==> config.mk <==
export PLATFORM = sky130hd
export DESIGN_NAME = rtc_bus_arbiter_flat
export DESIGN_NICKNAME = d
export VERILOG_FILES = /design/src/rtl/rtc_bus_pkg.sv /design/src/rtl/rtc_bus_arbiter_if.sv /design/src/rtl/rtc_phase_timer.sv /design/src/rtl/rtc_bus_arbiter.sv /design/src/flat_wrapper.sv
export SDC_FILE = /design/constraint.sdc
export NUM_CORES = 1
export LEC_CHECK = 0
export CAP_MARGIN = 30
export CORE_ASPECT_RATIO = 2
export CORE_MARGIN = 1
export CORE_UTILIZATION = 31
export DETAILED_ROUTE_END_ITERATION = 7
export HOLD_SLACK_MARGIN = 0.15
export PLACE_DENSITY = 0.58
export SYNTH_ARGS = -nofsm -noshare
export SYNTH_HDL_FRONTEND = slang
export SYNTH_HIERARCHICAL = 1
export SYNTH_SLANG_ARGS = --single-unit
==> constraint.sdc <==
create_clock -name clk -period 1.95 [get_ports clk]
set_input_delay 0.195 -clock clk [delete_from_list [all_inputs] [get_ports clk]]
set_output_delay 0.195 -clock clk [all_outputs]
set_load 0.02 [all_outputs]
==> src/rtl/rtc_bus_pkg.sv <==
// Shared state encodings and RTC command bytes for the RTC bus
// arbiter and the sequencers that talk through it.
package rtc_bus_pkg;

  typedef enum logic {
    ARB_FREE,
    ARB_OWN
  } arb_state_t;

  typedef enum logic [3:0] {
    TX_IDLE,
    TX_DIRP,
    TX_ALOAD,
    TX_ASET,
    TX_ASTB,
    TX_AHLD,
    TX_DATP,
    TX_DSAMP,
    TX_DSET,
    TX_DSTB,
    TX_DHLD,
    TX_CHG
  } tx_state_t;

  localparam logic [7:0] CMD_CLOCK = 8'hF1;
  localparam logic [7:0] CMD_TIMER = 8'hF2;
  localparam logic [7:0] ADDR_D0   = 8'h24;
  localparam logic [7:0] ADDR_D1   = 8'h25;
  localparam logic [7:0] ADDR_D2   = 8'h26;
  localparam logic [7:0] CMD_DATA  = 8'h01;

endpackage

==> src/rtl/rtc_bus_arbiter_if.sv <==
// Requester handshakes plus RTC AD bus and strobes, as seen by
// the arbiter (slave) and by the sequencers/RTC side (master).
interface rtc_bus_arbiter_if;
  import rtc_bus_pkg::*;

  logic       ses_lect;
  logic       ses_esc;
  logic       term_lect;
  logic       term_esc;
  logic       e_lect;
  logic       e_esc;
  logic       tr_lect;
  logic       tr_esc;
  logic [7:0] dir_lect;
  logic [7:0] dir_esc;
  logic       gnt_lect;
  logic       gnt_esc;
  logic       DIR;
  logic       DAT;
  logic       DAT2;
  logic       cambio_estado;
  logic [7:0] Dato_L;
  logic [7:0] ad_in;
  logic [7:0] ad_out;
  logic       ad_oe;
  logic       cs_n;
  logic       rd_n;
  logic       wr_n;
  logic       a_d;
  logic       err_timeout;

  modport slave (
    input  ses_lect, ses_esc,
    input  term_lect, term_esc,
    input  e_lect, e_esc,
    input  tr_lect, tr_esc,
    input  dir_lect, dir_esc,
    input  ad_in,
    output gnt_lect, gnt_esc,
    output DIR, DAT, DAT2,
    output cambio_estado,
    output Dato_L,
    output ad_out, ad_oe,
    output cs_n, rd_n, wr_n,
    output a_d, err_timeout
  );

  modport master (
    output ses_lect, ses_esc,
    output term_lect, term_esc,
    output e_lect, e_esc,
    output tr_lect, tr_esc,
    output dir_lect, dir_esc,
    output ad_in,
    input  gnt_lect, gnt_esc,
    input  DIR, DAT, DAT2,
    input  cambio_estado,
    input  Dato_L,
    input  ad_out, ad_oe,
    input  cs_n, rd_n, wr_n,
    input  a_d, err_timeout
  );

endinterface

==> src/rtl/rtc_phase_timer.sv <==
// Loadable down-counter timing the setup, strobe and hold phases;
// done is high on the last cycle of the loaded length.
module rtc_phase_timer #(
  parameter int W = 3
) (
  input  logic         clk,
  input  logic         reset,
  input  logic         load,
  input  logic [W-1:0] val,
  output logic         done
);

  logic [W-1:0] cnt;

  always_ff @(posedge clk) begin
    if (reset)
      cnt <= '0;
    else if (load)
      cnt <= val;
    else if (cnt != '0)
      cnt <= cnt - 1'b1;
  end

  assign done = (cnt == '0);

endmodule

==> src/rtl/rtc_bus_arbiter.sv <==
// Session arbiter and transaction sequencer for the multiplexed
// RTC AD bus shared by the read and write sequencers.
module rtc_bus_arbiter
  import rtc_bus_pkg::*;
#(
  parameter int T_GAP   = 2,
  parameter int T_PULSE = 8,
  parameter int TIMEOUT = 1024
) (
  input logic               clk,
  input logic               reset,
  rtc_bus_arbiter_if.slave  bus
);

  localparam int PMAX = (T_PULSE > T_GAP) ? T_PULSE : T_GAP;
  localparam int PW   = (PMAX > 1) ? $clog2(PMAX) : 1;
  localparam int TW   = (TIMEOUT > 1) ? $clog2(TIMEOUT) : 1;

  localparam logic [PW-1:0] GAP_L  = PW'(T_GAP - 1);
  localparam logic [PW-1:0] PUL_L  = PW'(T_PULSE - 1);
  localparam logic [TW-1:0] TO_MAX = TW'(TIMEOUT - 1);

  arb_state_t arb_q, arb_d;
  tx_state_t  tx_q, tx_d;

  logic          own_esc_q, own_esc_d;
  logic          prio_esc_q, prio_esc_d;
  logic          term_pend_q;
  logic          tr_q;
  logic          chg_q;
  logic          dat2_q;
  logic [TW-1:0] idle_cnt_q;
  logic [7:0]    dato_q;

  logic          ld;
  logic [PW-1:0] ld_val;
  logic          tmr_done;

  logic          ses_o, term_o, e_o, tr_o;
  logic [7:0]    dir_o;
  logic          owned, idle, to_hit, rel;

  logic          cs_n, rd_n, wr_n, a_d, ad_oe;
  logic [7:0]    ad_out;

  assign ses_o  = own_esc_q ? bus.ses_esc  : bus.ses_lect;
  assign term_o = own_esc_q ? bus.term_esc : bus.term_lect;
  assign e_o    = own_esc_q ? bus.e_esc    : bus.e_lect;
  assign tr_o   = own_esc_q ? bus.tr_esc   : bus.tr_lect;
  assign dir_o  = own_esc_q ? bus.dir_esc  : bus.dir_lect;

  assign owned  = (arb_q == ARB_OWN);
  assign idle   = (tx_q == TX_IDLE);
  assign to_hit = owned && idle && !e_o &&
                  (idle_cnt_q == TO_MAX);

  // A term seen mid-transaction only takes effect in CHG.
  assign rel = owned &&
    ((idle && (term_o || !ses_o || to_hit)) ||
     ((tx_q == TX_CHG) && (term_o || term_pend_q)));

  rtc_phase_timer #(.W(PW)) u_tmr (
    .clk   (clk),
    .reset (reset),
    .load  (ld),
    .val   (ld_val),
    .done  (tmr_done)
  );

  always_ff @(posedge clk) begin
    if (reset) begin
      arb_q      <= ARB_FREE;
      own_esc_q  <= 1'b0;
      prio_esc_q <= 1'b1;
    end else begin
      arb_q      <= arb_d;
      own_esc_q  <= own_esc_d;
      prio_esc_q <= prio_esc_d;
    end
  end

  always_comb begin
    arb_d      = arb_q;
    own_esc_d  = own_esc_q;
    prio_esc_d = prio_esc_q;
    unique case (arb_q)
      ARB_FREE: begin
        if (bus.ses_esc &&
            (prio_esc_q || !bus.ses_lect)) begin
          arb_d      = ARB_OWN;
          own_esc_d  = 1'b1;
          prio_esc_d = 1'b0;
        end else if (bus.ses_lect) begin
          arb_d      = ARB_OWN;
          own_esc_d  = 1'b0;
          prio_esc_d = 1'b1;
        end
      end
      ARB_OWN: begin
        if (rel)
          arb_d = ARB_FREE;
      end
    endcase
  end

  always_ff @(posedge clk) begin
    if (reset)
      tx_q <= TX_IDLE;
    else
      tx_q <= tx_d;
  end

  always_comb begin
    tx_d   = tx_q;
    ld     = 1'b0;
    ld_val = GAP_L;
    unique case (tx_q)
      TX_IDLE: begin
        if (owned && e_o && !chg_q)
          tx_d = TX_DIRP;
      end
      TX_DIRP:  tx_d = TX_ALOAD;
      TX_ALOAD: begin
        tx_d = TX_ASET;
        ld   = 1'b1;
      end
      TX_ASET: begin
        if (tmr_done) begin
          tx_d   = TX_ASTB;
          ld     = 1'b1;
          ld_val = PUL_L;
        end
      end
      TX_ASTB: begin
        if (tmr_done) begin
          tx_d = TX_AHLD;
          ld   = 1'b1;
        end
      end
      TX_AHLD: begin
        if (tmr_done)
          tx_d = TX_DATP;
      end
      TX_DATP:  tx_d = TX_DSAMP;
      TX_DSAMP: begin
        tx_d = TX_DSET;
        ld   = 1'b1;
      end
      TX_DSET: begin
        if (tmr_done) begin
          tx_d   = TX_DSTB;
          ld     = 1'b1;
          ld_val = PUL_L;
        end
      end
      TX_DSTB: begin
        if (tmr_done) begin
          tx_d = TX_DHLD;
          ld   = 1'b1;
        end
      end
      TX_DHLD: begin
        if (tmr_done)
          tx_d = TX_CHG;
      end
      TX_CHG:  tx_d = TX_IDLE;
      default: tx_d = TX_IDLE;
    endcase
  end

  always_ff @(posedge clk) begin
    if (reset) begin
      term_pend_q <= 1'b0;
      tr_q        <= 1'b0;
      chg_q       <= 1'b0;
      dat2_q      <= 1'b0;
      idle_cnt_q  <= '0;
      dato_q      <= '0;
    end else begin
      chg_q  <= (tx_q == TX_CHG);
      dat2_q <= (tx_q == TX_DSTB) && tmr_done && !tr_q;
      if (tx_q == TX_DSAMP)
        tr_q <= tr_o;
      if ((tx_q == TX_DSTB) && tmr_done && !tr_q)
        dato_q <= bus.ad_in;
      if (!owned || (tx_q == TX_CHG))
        term_pend_q <= 1'b0;
      else if (term_o && !idle)
        term_pend_q <= 1'b1;
      if (owned && idle && !e_o) begin
        if (idle_cnt_q != TO_MAX)
          idle_cnt_q <= idle_cnt_q + 1'b1;
      end else begin
        idle_cnt_q <= '0;
      end
    end
  end

  always_comb begin
    cs_n   = 1'b1;
    rd_n   = 1'b1;
    wr_n   = 1'b1;
    a_d    = 1'b0;
    ad_oe  = 1'b0;
    ad_out = '0;
    unique case (tx_q)
      TX_ASET, TX_ASTB: begin
        cs_n   = 1'b0;
        ad_oe  = 1'b1;
        ad_out = dir_o;
        wr_n   = (tx_q != TX_ASTB);
      end
      TX_AHLD: begin
        ad_oe  = 1'b1;
        ad_out = dir_o;
      end
      TX_DSET, TX_DSTB: begin
        cs_n   = 1'b0;
        a_d    = 1'b1;
        ad_oe  = tr_q;
        ad_out = tr_q ? dir_o : 8'h00;
        if (tx_q == TX_DSTB) begin
          wr_n = !tr_q;
          rd_n = tr_q;
        end
      end
      TX_DHLD: begin
        a_d    = 1'b1;
        ad_oe  = tr_q;
        ad_out = tr_q ? dir_o : 8'h00;
      end
      default: ;
    endcase
  end

  assign bus.cs_n          = cs_n;
  assign bus.rd_n          = rd_n;
  assign bus.wr_n          = wr_n;
  assign bus.a_d           = a_d;
  assign bus.ad_oe         = ad_oe;
  assign bus.ad_out        = ad_out;
  assign bus.gnt_esc       = owned && own_esc_q;
  assign bus.gnt_lect      = owned && !own_esc_q;
  assign bus.DIR           = (tx_q == TX_DIRP);
  assign bus.DAT           = (tx_q == TX_DATP);
  assign bus.DAT2          = dat2_q;
  assign bus.cambio_estado = (tx_q == TX_CHG);
  assign bus.Dato_L        = dato_q;
  assign bus.err_timeout   = to_hit;

endmodule
==> src/flat_wrapper.sv <==
// flat-port wrapper written by rule: the top's interface ports become plain ports
module rtc_bus_arbiter_flat import rtc_bus_pkg::*;
#(
  parameter int T_GAP   = 2,
  parameter int T_PULSE = 8,
  parameter int TIMEOUT = 1024
)
  (clk, reset, bus_ses_lect, bus_ses_esc, bus_term_lect, bus_term_esc, bus_e_lect, bus_e_esc, bus_tr_lect, bus_tr_esc, bus_dir_lect, bus_dir_esc, bus_ad_in, bus_gnt_lect, bus_gnt_esc, bus_DIR, bus_DAT, bus_DAT2, bus_cambio_estado, bus_Dato_L, bus_ad_out, bus_ad_oe, bus_cs_n, bus_rd_n, bus_wr_n, bus_a_d, bus_err_timeout);
  rtc_bus_arbiter_if bus_i ();
  input logic clk;
  input logic reset;
  input wire logic [$bits(bus_i.ses_lect)-1:0] bus_ses_lect;
  input wire logic [$bits(bus_i.ses_esc)-1:0] bus_ses_esc;
  input wire logic [$bits(bus_i.term_lect)-1:0] bus_term_lect;
  input wire logic [$bits(bus_i.term_esc)-1:0] bus_term_esc;
  input wire logic [$bits(bus_i.e_lect)-1:0] bus_e_lect;
  input wire logic [$bits(bus_i.e_esc)-1:0] bus_e_esc;
  input wire logic [$bits(bus_i.tr_lect)-1:0] bus_tr_lect;
  input wire logic [$bits(bus_i.tr_esc)-1:0] bus_tr_esc;
  input wire logic [$bits(bus_i.dir_lect)-1:0] bus_dir_lect;
  input wire logic [$bits(bus_i.dir_esc)-1:0] bus_dir_esc;
  input wire logic [$bits(bus_i.ad_in)-1:0] bus_ad_in;
  output wire logic [$bits(bus_i.gnt_lect)-1:0] bus_gnt_lect;
  output wire logic [$bits(bus_i.gnt_esc)-1:0] bus_gnt_esc;
  output wire logic [$bits(bus_i.DIR)-1:0] bus_DIR;
  output wire logic [$bits(bus_i.DAT)-1:0] bus_DAT;
  output wire logic [$bits(bus_i.DAT2)-1:0] bus_DAT2;
  output wire logic [$bits(bus_i.cambio_estado)-1:0] bus_cambio_estado;
  output wire logic [$bits(bus_i.Dato_L)-1:0] bus_Dato_L;
  output wire logic [$bits(bus_i.ad_out)-1:0] bus_ad_out;
  output wire logic [$bits(bus_i.ad_oe)-1:0] bus_ad_oe;
  output wire logic [$bits(bus_i.cs_n)-1:0] bus_cs_n;
  output wire logic [$bits(bus_i.rd_n)-1:0] bus_rd_n;
  output wire logic [$bits(bus_i.wr_n)-1:0] bus_wr_n;
  output wire logic [$bits(bus_i.a_d)-1:0] bus_a_d;
  output wire logic [$bits(bus_i.err_timeout)-1:0] bus_err_timeout;
  assign bus_i.ses_lect = bus_ses_lect;
  assign bus_i.ses_esc = bus_ses_esc;
  assign bus_i.term_lect = bus_term_lect;
  assign bus_i.term_esc = bus_term_esc;
  assign bus_i.e_lect = bus_e_lect;
  assign bus_i.e_esc = bus_e_esc;
  assign bus_i.tr_lect = bus_tr_lect;
  assign bus_i.tr_esc = bus_tr_esc;
  assign bus_i.dir_lect = bus_dir_lect;
  assign bus_i.dir_esc = bus_dir_esc;
  assign bus_i.ad_in = bus_ad_in;
  assign bus_gnt_lect = bus_i.gnt_lect;
  assign bus_gnt_esc = bus_i.gnt_esc;
  assign bus_DIR = bus_i.DIR;
  assign bus_DAT = bus_i.DAT;
  assign bus_DAT2 = bus_i.DAT2;
  assign bus_cambio_estado = bus_i.cambio_estado;
  assign bus_Dato_L = bus_i.Dato_L;
  assign bus_ad_out = bus_i.ad_out;
  assign bus_ad_oe = bus_i.ad_oe;
  assign bus_cs_n = bus_i.cs_n;
  assign bus_rd_n = bus_i.rd_n;
  assign bus_wr_n = bus_i.wr_n;
  assign bus_a_d = bus_i.a_d;
  assign bus_err_timeout = bus_i.err_timeout;
  rtc_bus_arbiter #(.T_GAP(T_GAP), .T_PULSE(T_PULSE), .TIMEOUT(TIMEOUT)) u_core (.clk(clk), .reset(reset), .bus(bus_i));
endmodule
======== Word-level counts from Yosys, hierarchy flattened ========
Index checks and enable logic that the tools add are counted.
W data, S select, Z words.
word-level totals
  word-level logic and storage cells ...... 116
  register bits ........................... 32
operators by class
  add/sub/neg operators ................... 2
  equality and inequality tests ........... 21
  reduce and logical (&&, ||, !) cells .... 44
  muxes and demuxes ....................... 36
  bitwise logic cells ..................... 2
operators by type and width
  operator                 number
  $pmux W4 S11             1
  $mux W4                  7
  $mux W1                  17
  $eq A4 B3 Y1 const B     4
  $eq A4 B4 Y1 const B     4
  $mux W8                  2
  $pmux W8 S2              1
  $logic_and A1 B1 Y1      14
  $mux W3                  4
  $ne A2 B1 Y1 const B     6
  $reduce_or A2 Y1         6
  $add A10 B1 Y10 const B  1
  $eq A10 B10 Y1 const B   1
  $ne A10 B10 Y1 const B   1
  $eq A4 B2 Y1 const B     2
  $logic_not A1 Y1         8
  $pmux W1 S2              4
  $reduce_and A7 Y1        1
  $logic_or A1 B1 Y1       6
  $reduce_or A3 Y1         2
  $eq A4 B1 Y1 const B     1
  $logic_not A4 Y1         1
  $ne A4 B3 Y1 const B     1
  $reduce_bool A2 Y1       2
  7 further kinds          8

======== Longest topological paths before layout ========
Gate-level depths: netlist (run 1).
  word-level depth ........................ 10
  mapped depth ............................ 10

======== Modules after synthesis ========
Netlist (run 1), hierarchy kept.
by module, submodules not included
  module           instances  area an instance (um^2)  cells an instance  sequential area each (um^2)
  rtc_bus_arbiter  1          1,667.8                  198                580.6
  rtc_phase_timer  1          206.4                    22                 60.1

======== Worst setup path before layout (run 1) ========
OpenSTA, ideal clock, no wires.
  path kind ............................... reg-to-reg
  from .................................... register u_core.u_tmr.cnt[0]
  to ...................................... register u_core.u_tmr.cnt[0]
  cell stages (with the launch flop) ...... 11
  arrival ................................. 1,820 ps
  path buffers ............................ 0
  library setup time ...................... 112 ps
  required time ........................... 1,838 ps
  setup slack ............................. 18 ps
  cells stage by stage .................... dfxtp_1 -> inv_1 -> ha_1 -> nand2b_1 -> inv_1 -> nand2b_1 -> o21ai_0 -> a22oi_1 -> o22ai_1 -> nor2b_1 -> a2111oi_1
on the way
  cells in the longest elaborated chain, start to end .. 4
  elaborated cells on any way between the ends .. 8
ends and longest elaborated chain
  what                                           line                    RTL
  start, declared                                rtc_phase_timer.sv:13   logic [W-1:0] cnt;
  start signal, assigned                         rtc_phase_timer.sv:19   cnt <= val;
  start signal, assigned                         rtc_phase_timer.sv:21   cnt <= cnt - 1'b1;
  $logic_not A3 Y1 *                             rtc_phase_timer.sv:24   assign done = (cnt == '0);
  named net u_core.tmr_done                      rtc_bus_arbiter.sv:37   logic tmr_done;
  $mux W1 *                                      -
  $pmux W1 S2 *                                  rtc_bus_arbiter.sv:117  unique case (tx_q)
  named net u_core.ld                            rtc_bus_arbiter.sv:35   logic ld;
  $mux W3 or $reduce_bool A2 Y1 (tied branches)  -
The timed path passes the listed nets; every way through them passes the cells marked *. The select of a mux whose other input is x is not followed.
A chain may end at the register's enable or synchronous reset.

======== Worst setup path in the final report (run 1) ========
  from .................................... register u_core.tx_q[3]
  to ...................................... output port bus_ad_out[4]
on the way
  cells in the longest elaborated chain, start to end .. 3
  elaborated cells on any way between the ends .. 9
ends and longest elaborated chain
  what                                  line                    RTL
  start, declared                       rtc_bus_arbiter.sv:24   tx_state_t tx_q, tx_d;
  start signal, assigned                rtc_bus_arbiter.sv:110  tx_q <= tx_d;
  $eq A4 B4 Y1 (tied with other cells)  rtc_bus_arbiter.sv:206  unique case (tx_q)
  $reduce_or A3 Y1 (no source line)     -
  $pmux W8 S2 *                         rtc_bus_arbiter.sv:206
  end, declared                         flat_wrapper.sv:30      output wire logic [$bits(bus_i.ad_out)-1:0] bus_ad_out;
Mark *: on every way between the ends. The rest lies on a longest branch, timed or not.

==> impl_metrics.py, run 1 <==
metrics = {
    "routing": {
        "drtPass1Iterations": 6,
        "routed_wirelength_mm": 5.33,
        "viasPerCell": 5.01,
        "post_drt_wl_per_cell_um": 14.3,
        "drc": 2,
        "drt_iter0_drc": 55,
        "ant_nets": 0,
        "vias": 1872,
    },
    "cells_and_area": {
        "layout.nets": 349,
        "nFillCells": 557,
        "stdcell_area_um2": 2990,
        "final_cells": 374,
        "diodes": 0,
        "area_delta_synth_final_pct": 59.7,
        "final_util_pct": 52.0,
        "layout-drive-gt1-share_pct": 25.2,
        "multi_input_area_um2": 1200,
        "seqCellArea_um2": 642,
    },
    "floorplanning": {
        "initial_core_util_pct": 32.6,
        "dieArea_um2": 6380,
        "die_x_um": 57.0,
        "pin_count": 62,
        "core.rowCount": 39,
        "fp.dieH_um": 112,
        "placeableCoreArea_um2": 5760,
    },
    "global_routing": {
        "overflow": 0,
        "use_met3_pct": 3.37,
        "grt_max_degree": 18,
        "use_met2_pct": 32.9,
        "grt_pass1_wl_mm": 8.58,
        "grt_pass1_vias": 1816,
        "grtUsageMet1_pct": 17.4,
        "antenna_found_initial": 0,
        "busiest_layer": "met2",
        "grt_use_total_pct": 17.3,
    },
    "timing": {
        "hold_viol": 0,
        "skew_ns": 0.00402,
        "tightest_slew_ns": 0.493,
        "maxSlewViolCount": 0,
        "timing.fmax_mhz": 532,
        "fin_crit_ns": 1.88,
        "slew_headroom_pct": 66.7,
        "holdWs_ns": 0.488,
        "setup_viol": 0,
        "tns_ns": 0,
        "fin_crit_sh_pct": 96.5,
    },
    "pwr": {
        "worst_ir_drop_vdd_v": 0.000421,
        "pwr_density_cell_nw_per_um2": 930,
        "power.leakage_nw": 1.28,
        "p_switching_uw": 840,
        "clkPwrFrac_pct": 31.7,
        "internal_power_mw": 1.94,
        "p_comb_share_pct": 41.5,
        "power_frac_seq_pct": 26.8,
        "swShare_pct": 30.2,
    },
    "synthesis": {
        "yosysWarnings": 6,
        "synth_area_leader_cell": "dfxtp_1",
        "synth_flop_cell": "dfxtp_1",
        "async_flop_share_pct": 0,
        "avgSynthCellArea_um2": 8.52,
        "synthesis.nets": 257,
        "synth_edf_count": 0,
        "synth-seq-cells": 32,
        "seq_area_frac_synth_pct": 34.2,
        "synth_cell_types": 51,
        "syn_area_um2": 1870,
        "synth_top_area_share_pct": 34.2,
        "yosys-top-cells-area": "dfxtp_1 (34%), mux2i_1 (11%), nor2_1 (7.8%), nand2b_1 (3.7%), nor2b_1 (3.0%)",
        "synthCells": 220,
    },
    "clock_tree": {
        "cts_sinks": 32,
        "cts_root_buffer": "clkbuf_16",
        "clk_pin_slew_ns": 0.05,
        "cts_tree": "yes",
        "insertion_delay_ns": 0.28,
        "cts_buffer_depth": 2,
        "cts_buffers": 5,
        "h-tree-depth": 2,
    },
    "hold_path": {
        "min_path_cells": 1,
        "hp-class": "flip-flop to flip-flop",
        "whs_endpoint": "u_core/prio_esc_q$_SDFFE_PP1P_",
        "hold_start": "u_core/prio_esc_q$_SDFFE_PP1P_",
    },
    "placement": {
        "gp_congestion": 0.753,
        "post_dp_cell_area_um2": 2750,
        "port_buffers": 61,
        "post-place-cells": 363,
        "place_hpwl_mm": 4.04,
    },
    "worst_setup_path": {
        "cp.arrival_ns": 1.69,
        "critPathKind": "flip-flop to output port",
        "worst_r2r_path_depth": 11,
        "reg2reg_slack_ns": 0.10,
        "regToRegEndpoint": "u_core/u_tmr/cnt[2]$_SDFFE_PP0P_",
        "crit_path_end_kind": "output port",
        "timing.rr.start": "u_core/u_tmr/cnt[1]$_SDFFE_PP0P_",
        "path_max_fanout": 9,
        "required_ns": 1.75,
        "critPathLaunchType": "flip-flop",
    },
    "job": {
        "maxCapViolations": 0,
    },
    "run_status": {
        "failed_checks": "DRC",
        "status": "complete, but fails checks",
    },
}
## critical path, cell delays in order (launching register included)
cell,delay (ns)
dfxtp_1,0.39
nand2_1,0.10
mux2_2,0.28
o22a_4,0.26
nor2_1,0.12
clkdlybuf4s15_2,0.27
## cells in the mapped netlist, types with 2 or more instances
library cell   n
a2111oi_1      2
a211o_1        2
a21oi_1        8
and3_1         3
buf_2          3
buf_6          2
clkbuf_1       6
dfxtp_1       32
ha_1           3
inv_1         10
mux2_2         3
mux2i_1       20
nand2_1        8
nand2b_1      11
nand3_1        2
nand4_1        2
nor2_1        39
nor2b_1        9
nor3_1         6
nor3_2         4
nor3b_1        2
nor4b_1        3
o21ai_0        6
o22ai_1        2
o311ai_0       2
xor2_1         5
## sequential cells by signal, summed over array words and instances, names as in the netlist
signal,flops
u_core/idle_cnt_q,10
u_core/bus.Dato_L,8
u_core/tx_q,4
u_core/u_tmr/cnt,3
u_core/arb_q,1
u_core/bus.DAT2,1
u_core/chg_q,1
u_core/own_esc_q,1
u_core/prio_esc_q,1
u_core/term_pend_q,1
u_core/tr_q,1
## worst max-delay path by stage
stage,cells after the start,from,end
global route,11,u_core/u_tmr/cnt[0]$_SDFFE_PP0P_,u_core/u_tmr/cnt[1]$_SDFFE_PP0P_
global placement,5,u_core/tx_q[3]$_SDFFE_PP0P_,bus_ad_out[6]
floorplan,10,u_core/u_tmr/cnt[0]$_SDFFE_PP0P_,u_core/u_tmr/cnt[0]$_SDFFE_PP0P_
CTS,11,u_core/u_tmr/cnt[1]$_SDFFE_PP0P_,u_core/u_tmr/cnt[1]$_SDFFE_PP0P_
detailed placement,10,u_core/u_tmr/cnt[0]$_SDFFE_PP0P_,u_core/u_tmr/cnt[0]$_SDFFE_PP0P_
finish,5,u_core/tx_q[3]$_SDFFE_PP0P_,bus_ad_out[4]
## power by group through the flow
stage | Combinational, mW | Clock, mW | Sequential (mW)
5_1_grt | 1.25 | 0.929 | 0.751
4_1_cts | 1.01 | 0.895 | 0.739
3_3_place_gp | 0.969 | 0 | 0.750
2_1_floorplan | 0.514 | 0 | 0.750
6_report | 1.15 | 0.883 | 0.746
3_5_place_dp | 0.972 | 0 | 0.751
## placed cells by master (no fill, tap or decap), types with 2 or more instances in the layout
master	count
o21ai_0	5
nand2b_1	10
nor2b_1	9
nand4_1	2
mux2i_1	20
nor3b_1	2
inv_2	3
dlygate4sd2_1	7
nor2_1	39
inv_1	7
nor4b_4	2
mux2_2	3
dfxtp_1	31
nor3_2	4
and3_1	3
buf_4	35
ha_1	2
clkdlybuf4s15_2	7
a2111oi_2	2
nand2_1	8
clkbuf_16	5
xor2_1	5
a211o_1	2
nand3_1	2
a21oi_1	8
nor3_1	6
clkdlybuf4s50_1	44
o311ai_0	2
## layout make-up
cell class                      count  area share [%]
Clock buffer                        6            4.30
Clock inverter                      2            1.17
Inverter                           10            1.25
Multi-Input combinational cell    166            40.0
Sequential cell                    32            21.4
Tap cell                           61            2.55
Timing Repair Buffer               97            29.3
## cells by family after synthesis
family	after synthesis	synth area share [%]
compound gates	34	13.2
fa+ha+maj	3	2.00
xor+xnor	5	2.34
other cells	1	0.200
flops	32	34.2
buf+inv	22	5.41
simple gates	99	29.4
mux	24	13.3
## metal layers
metal / routed length, µm / up-vias
met2: 3080 / 28
met5: 0 / -
met1: 2010 / 881
li1: - / 954
met4: 112 / 0
met3: 132 / 9
## through the flow
stage                     worst slack [ns]  power [mW]
after CTS                         0.000443        2.64
after global routing               -0.0369        2.93
after global placement             -0.0787        1.72
after floorplan                     0.0179        1.26
after detailed placement            -0.115        1.72
final                               0.0689        2.78
## repair_timing
action,in CTS,in global routing
hold buffers,0,0
pin swaps,3,5
gates resized for setup,37,16
buffers inserted,2,1
endpoints found under the setup margin,19,11
Power figures use the tool's default switching activity.
==> inputs of run 2 (changes only) <==
Settings changed: PLACE_DENSITY 0.58 to 0.59, SYNTH_HIERARCHICAL 1 to unset.
==> impl_metrics.py, run 2 <==
metrics = {
    "run_status": {
        "status": "complete, no violations",
    },
    "timing": {
        "holdWs_ns": 0.489,
        "skew_ns": 0.00474,
        "hold_viol": 0,
        "slew_headroom_pct": 73.9,
        "setup_viol": 0,
        "fin_crit_sh_pct": 97.0,
        "tns_ns": 0,
        "fin_crit_ns": 1.89,
        "maxSlewViolCount": 0,
        "tightest_slew_ns": 0.391,
        "timing.fmax_mhz": 529,
    },
    "cells_and_area": {
        "seqCellArea_um2": 642,
        "layout.nets": 333,
        "area_delta_synth_final_pct": 54.9,
        "layout-drive-gt1-share_pct": 15.2,
        "multi_input_area_um2": 1070,
        "mostFrequentLayoutCell": "clkdlybuf4s50_1",
        "largest_reg_flops": 10,
        "diodes": 0,
        "final_util_pct": 49.5,
        "mostFrequentLayoutCells": "clkdlybuf4s50_1 (44), nor2_1 (37), dfxtp_1 (31)",
        "nFillCells": 541,
        "regMostFlops": "u_core.idle_cnt_q",
    },
    "placement": {
        "gp_congestion": 0.777,
        "place_hpwl_mm": 3.56,
        "port_buffers": 61,
    },
    "global_routing": {
        "overflow": 0,
        "grt_max_degree": 20,
        "grt_use_total_pct": 15.3,
        "grt_pass1_vias": 1657,
        "antenna_found_initial": 0,
        "grt_pass1_wl_mm": 7.27,
    },
    "clock_tree": {
        "clk_pin_slew_ns": 0.05,
        "insertion_delay_ns": 0.28,
        "cts_buffers": 5,
        "hold_buffers": 0,
        "cts_root_buffer": "clkbuf_16",
        "cts_sinks": 32,
        "cts_buffer_depth": 2,
        "cts_tree": "yes",
        "h-tree-depth": 2,
    },
    "routing": {
        "post_drt_wl_per_cell_um": 12.7,
        "routed_wirelength_mm": 4.56,
        "ant_nets": 0,
        "vias": 1762,
        "viasPerCell": 4.92,
        "drc": 0,
        "drtPass1Iterations": 4,
        "drt_iter0_drc": 26,
    },
    "synthesis": {
        "synth-seq-cells": 32,
        "synth_area_leader_cell": "dfxtp_1",
        "synth_flop_cell": "dfxtp_1",
        "avgSynthCellArea_um2": 8.41,
        "synthesis.nets": 252,
        "synth_edf_count": 0,
        "synthTopCellsByCount": "nor2_1 (37), dfxtp_1 (32), mux2i_1 (21)",
        "synthCells": 215,
        "synth_top_area_share_pct": 35.4,
        "syn_area_um2": 1810,
        "async_flop_share_pct": 0,
        "synth_cell_types": 44,
        "seq_area_frac_synth_pct": 35.4,
        "synth.most_common_cell": "nor2_1",
        "yosysWarnings": 0,
        "yosys-top-cells-area": "dfxtp_1 (35%), mux2i_1 (12%), nor2_1 (7.7%), a21oi_1 (4.2%), nor2b_1 (2.8%)",
    },
    "floorplanning": {
        "placeableCoreArea_um2": 5660,
        "initial_core_util_pct": 31.9,
        "fp.dieH_um": 110,
        "die_x_um": 56,
        "core.rowCount": 39,
        "dieArea_um2": 6160,
        "pin_count": 62,
    },
    "worst_setup_path": {
        "path_max_fanout": 17,
        "critPathKind": "flip-flop to output port",
        "critPathLaunchType": "flip-flop",
        "required_ns": 1.75,
        "cp.arrival_ns": 1.70,
        "crit_path_end_kind": "output port",
        "slowest_stage": "or3_4",
        "cpPeakStageDelay_ns": 0.38,
        "crit_chain": "buf_4, nand2b_1, or3_4, dlygate4sd2_1",
    },
    "pwr": {
        "power.leakage_nw": 1.16,
        "power_mw": 2.25,
        "pwr_density_cell_nw_per_um2": 804,
        "worst_ir_drop_vdd_v": 0.000538,
    },
    "hold_path": {
        "hp-class": "flip-flop to flip-flop",
    },
    "job": {
        "maxCapViolations": 0,
    },
}
## run 2: critical path: cells and delay by family (launching register included)
kind	cells	cell delay [ns]
buffers and inverters	2	0.53
flip-flops	1	0.33
AND/OR/NAND/NOR	2	0.56
## run 2: logic make-up (layout without fill, tap and decap cells)
group | after synthesis | after routing | share of synthesized area, %
DFF | 32 | 32 | 35.4
adders and majority gates | 3 | 3 | 2.08
and+or+nand+nor | 96 | 96 | 29.3
buffers and inverters | 20 | 102 | 5.54
AOI/OAI and AO/OA | 35 | 35 | 12.0
xor gates and xnor gates | 7 | 7 | 3.39
muxes | 22 | 22 | 12.2
## run 2: worst paths after layout
check | cells past startpoint | slack [ns] | from | to
max reg2reg | 6 | 0.23 | u_core.tx_q[1]$_SDFFE_PP0P_ | u_core.bus.Dato_L[5]$_SDFFE_PP0P_
min | 2 | 0.49 | u_core.bus.Dato_L[4]$_SDFFE_PP0P_ | u_core.bus.Dato_L[4]$_SDFFE_PP0P_
min reg2reg | 2 | 0.49 | u_core.bus.Dato_L[4]$_SDFFE_PP0P_ | u_core.bus.Dato_L[4]$_SDFFE_PP0P_
max | 4 | 0.06 | u_core.tx_q[1]$_SDFFE_PP0P_ | bus_rd_n
## run 2: report_power, final
| part | internal [mW] | leakage (nW) | switching, mW |
|---|---|---|---|
| clock network | 0.672 | 0.0901 | 0.291 |
| registers | 0.697 | 0.260 | 0.0280 |
| logic | 0.283 | 0.809 | 0.280 |
## run 2: what timing repair did
item	CTS	global route
setup endpoints to repair	17	10
hold endpoints to repair	0	0
buffers inserted	0	1
resized for setup	21	7
pin swaps	0	1
## run 2: layout make-up
class                   instances  share of cell area, %
well taps                      61                   2.73
clock buffers                   7                   5.45
clock inverters                 1                   1.07
flip-flops and latches         32                   22.9
inverters                       8                   1.07
repair buffers                 86                   28.6
multi-input cells             163                   38.1
## run 2: layer usage
metal / GRT usage, % / vias to the layer above / wire [µm]
li1: - / 907 / -
met1: 14.1 / 795 / 1690
met2: 29.5 / 52 / 2520
met3: 4.43 / 8 / 214
met4: 8.19 / 0 / 139
met5: 0 / - / 0
## run 2: through the flow
step                      cells  instance area (µm²)  setup slack (ns)
final                       358                 2800            0.0582
after global placement      349                 2630           -0.0276
after detailed placement    349                 2630           -0.0104
after global routing        358                 2800          -0.00695
after CTS                   357                 2800          -0.00864
after floorplan             215                 1810             0.286
==> inputs of run 3 (changes only) <==
Settings changed: CORE_MARGIN 1 to 8.
==> impl_metrics.py, run 3 (same netlist as run 2, synthesis figures left out) <==
metrics = {
    "floorplanning": {
        "placeableCoreArea_um2": 5660,
        "pin_count": 62,
        "fp.dieH_um": 124,
        "initial_core_util_pct": 31.9,
        "die_x_um": 70,
        "dieArea_um2": 8680,
        "core.rowCount": 39,
    },
    "timing": {
        "tns_ns": 0,
        "tightest_slew_ns": 0.434,
        "rsz0062_at_grt": "no",
        "fin_crit_sh_pct": 96.2,
        "fin_ws_ns": 0.0747,
        "maxSlewViolCount": 0,
        "timing.fmax_mhz": 533,
        "slew_headroom_pct": 71.0,
        "skew_ns": 0.00378,
        "setup_viol": 0,
        "hold_viol": 0,
        "fin_crit_ns": 1.88,
    },
    "worst_setup_path": {
        "cp.arrival_ns": 1.68,
        "critPathLaunchType": "flip-flop",
        "timing.rr.start": "u_core.tx_q[1]$_SDFFE_PP0P_",
        "crit_path_end_kind": "output port",
        "required_ns": 1.75,
        "path_max_fanout": 17,
        "startpoint": "u_core.tx_q[1]$_SDFFE_PP0P_",
        "critPathKind": "flip-flop to output port",
    },
    "routing": {
        "viasPerCell": 4.97,
        "routed_wirelength_mm": 5.28,
        "drc": 0,
        "drtPass1Iterations": 4,
        "vias": 1783,
        "post_drt_wl_per_cell_um": 14.7,
        "ant_nets": 0,
        "drt_iter0_drc": 68,
    },
    "global_routing": {
        "overflow": 0,
        "grtUsageMet1_pct": 10.8,
        "grt_use_total_pct": 12.0,
        "grt_pass1_vias": 1811,
        "use_met3_pct": 4.15,
        "grt_pass1_wl_mm": 8.42,
        "use_met2_pct": 22.4,
        "antenna_found_initial": 0,
        "busiest_layer": "met2",
        "grt_max_degree": 20,
    },
    "placement": {
        "port_buffers": 61,
        "dp_slack_ns": -0.0206,
        "place_hpwl_mm": 4.11,
        "post_dp_cell_area_um2": 2610,
        "gp_congestion": 0.767,
    },
    "clock_tree": {
        "insertion_delay_ns": 0.28,
        "cts_buffers": 5,
        "cts_root_buffer": "clkbuf_16",
        "hold_buffers": 0,
        "cts_tree": "yes",
        "cts_buffer_depth": 2,
        "cts_sinks": 32,
        "clk_pin_slew_ns": 0.05,
        "post_cts_buffers": 0,
        "h-tree-depth": 2,
    },
    "hold_path": {
        "hp-class": "flip-flop to flip-flop",
        "hold_start": "u_core.prio_esc_q$_SDFFE_PP1P_",
    },
    "pwr": {
        "power.leakage_nw": 1.19,
        "pwr_density_cell_nw_per_um2": 788,
        "power_mw": 2.19,
        "worst_ir_drop_vdd_v": 0.000652,
    },
    "job": {
        "maxCapViolations": 0,
    },
    "cells_and_area": {
        "mostFrequentLayoutCells": "clkdlybuf4s50_1 (44), nor2_1 (37), dfxtp_1 (31)",
        "layout.nets": 334,
        "stdcell_area_um2": 2780,
        "final_util_pct": 49.1,
        "largest_reg_flops": 10,
        "diodes": 0,
        "mostFrequentLayoutCell": "clkdlybuf4s50_1",
        "layout-drive-gt1-share_pct": 16.1,
        "regMostFlops": "u_core.idle_cnt_q",
        "area_delta_synth_final_pct": 53.8,
    },
    "run_status": {
        "status": "complete, no violations",
    },
}
run 3: changes by cell type in the layout (fill, tap and decap cells not counted), moves of 2 or more:
cell and change:
clkbuf_8 -2, o21ai_2 +2, o21ai_0 -2, clkdlybuf4s15_1 -5, buf_4 +2, dlygate4sd2_1 +4
buf_12 -2
run 3: final timing paths:
kind	endpoint	slack (ns)	depth (start not counted)
worst min register to register	u_core.prio_esc_q$_SDFFE_PP1P_	0.49	1
worst min-delay path	u_core.prio_esc_q$_SDFFE_PP1P_	0.49	1
worst max register to register	u_core.bus.Dato_L[7]$_SDFFE_PP0P_	0.25	6
worst max-delay path	bus_rd_n	0.07	4
run 3: area by class of cell:
class / instances / area, µm²
clock buffers: 6 / 129
well taps: 61 / 76.3
flip-flops and latches: 32 / 642
multi-input cells: 164 / 1090
inverters: 8 / 30.0
clock inverters: 2 / 35.0
repair buffers: 86 / 774
fillers: 576 / 2880
run 3: metrics by stage:
step           std cells  hold WS, ns
2_1_floorplan        215        0.342
3_3_place_gp         350        0.475
3_5_place_dp         350        0.482
4_1_cts              358        0.493
5_1_grt              359        0.526
6_report             359        0.491
run 3: report_power, final:
group	leakage (nW)	total, mW	internal, mW	switching [mW]
clock	0.0808	0.890	0.600	0.290
combinational	0.845	0.577	0.284	0.293
sequential	0.260	0.724	0.697	0.0271
total	1.19	2.19	1.58	0.610
run 3: metal layers:
metal / up-vias / part of all wire [%]
li1: 908 / -
met1: 809 / 36
met2: 58 / 55
met3: 8 / 6.1
met4: 0 / 2.3
met5: - / 0
run 3: critical path, cell delays in order, from the launching register on:
cell	delay (ns)
dfxtp_1	0.32
buf_4	0.19
nand2b_1	0.17
or3_4	0.38
dlygate4sd2_1	0.34
run 3: repair_timing:
action / 4_1_cts / 5_1_grt
endpoints found under the setup margin: 16 / 10
gates cloned: 0 / 1
pin swaps: 0 / 1
gates resized for setup: 20 / 9
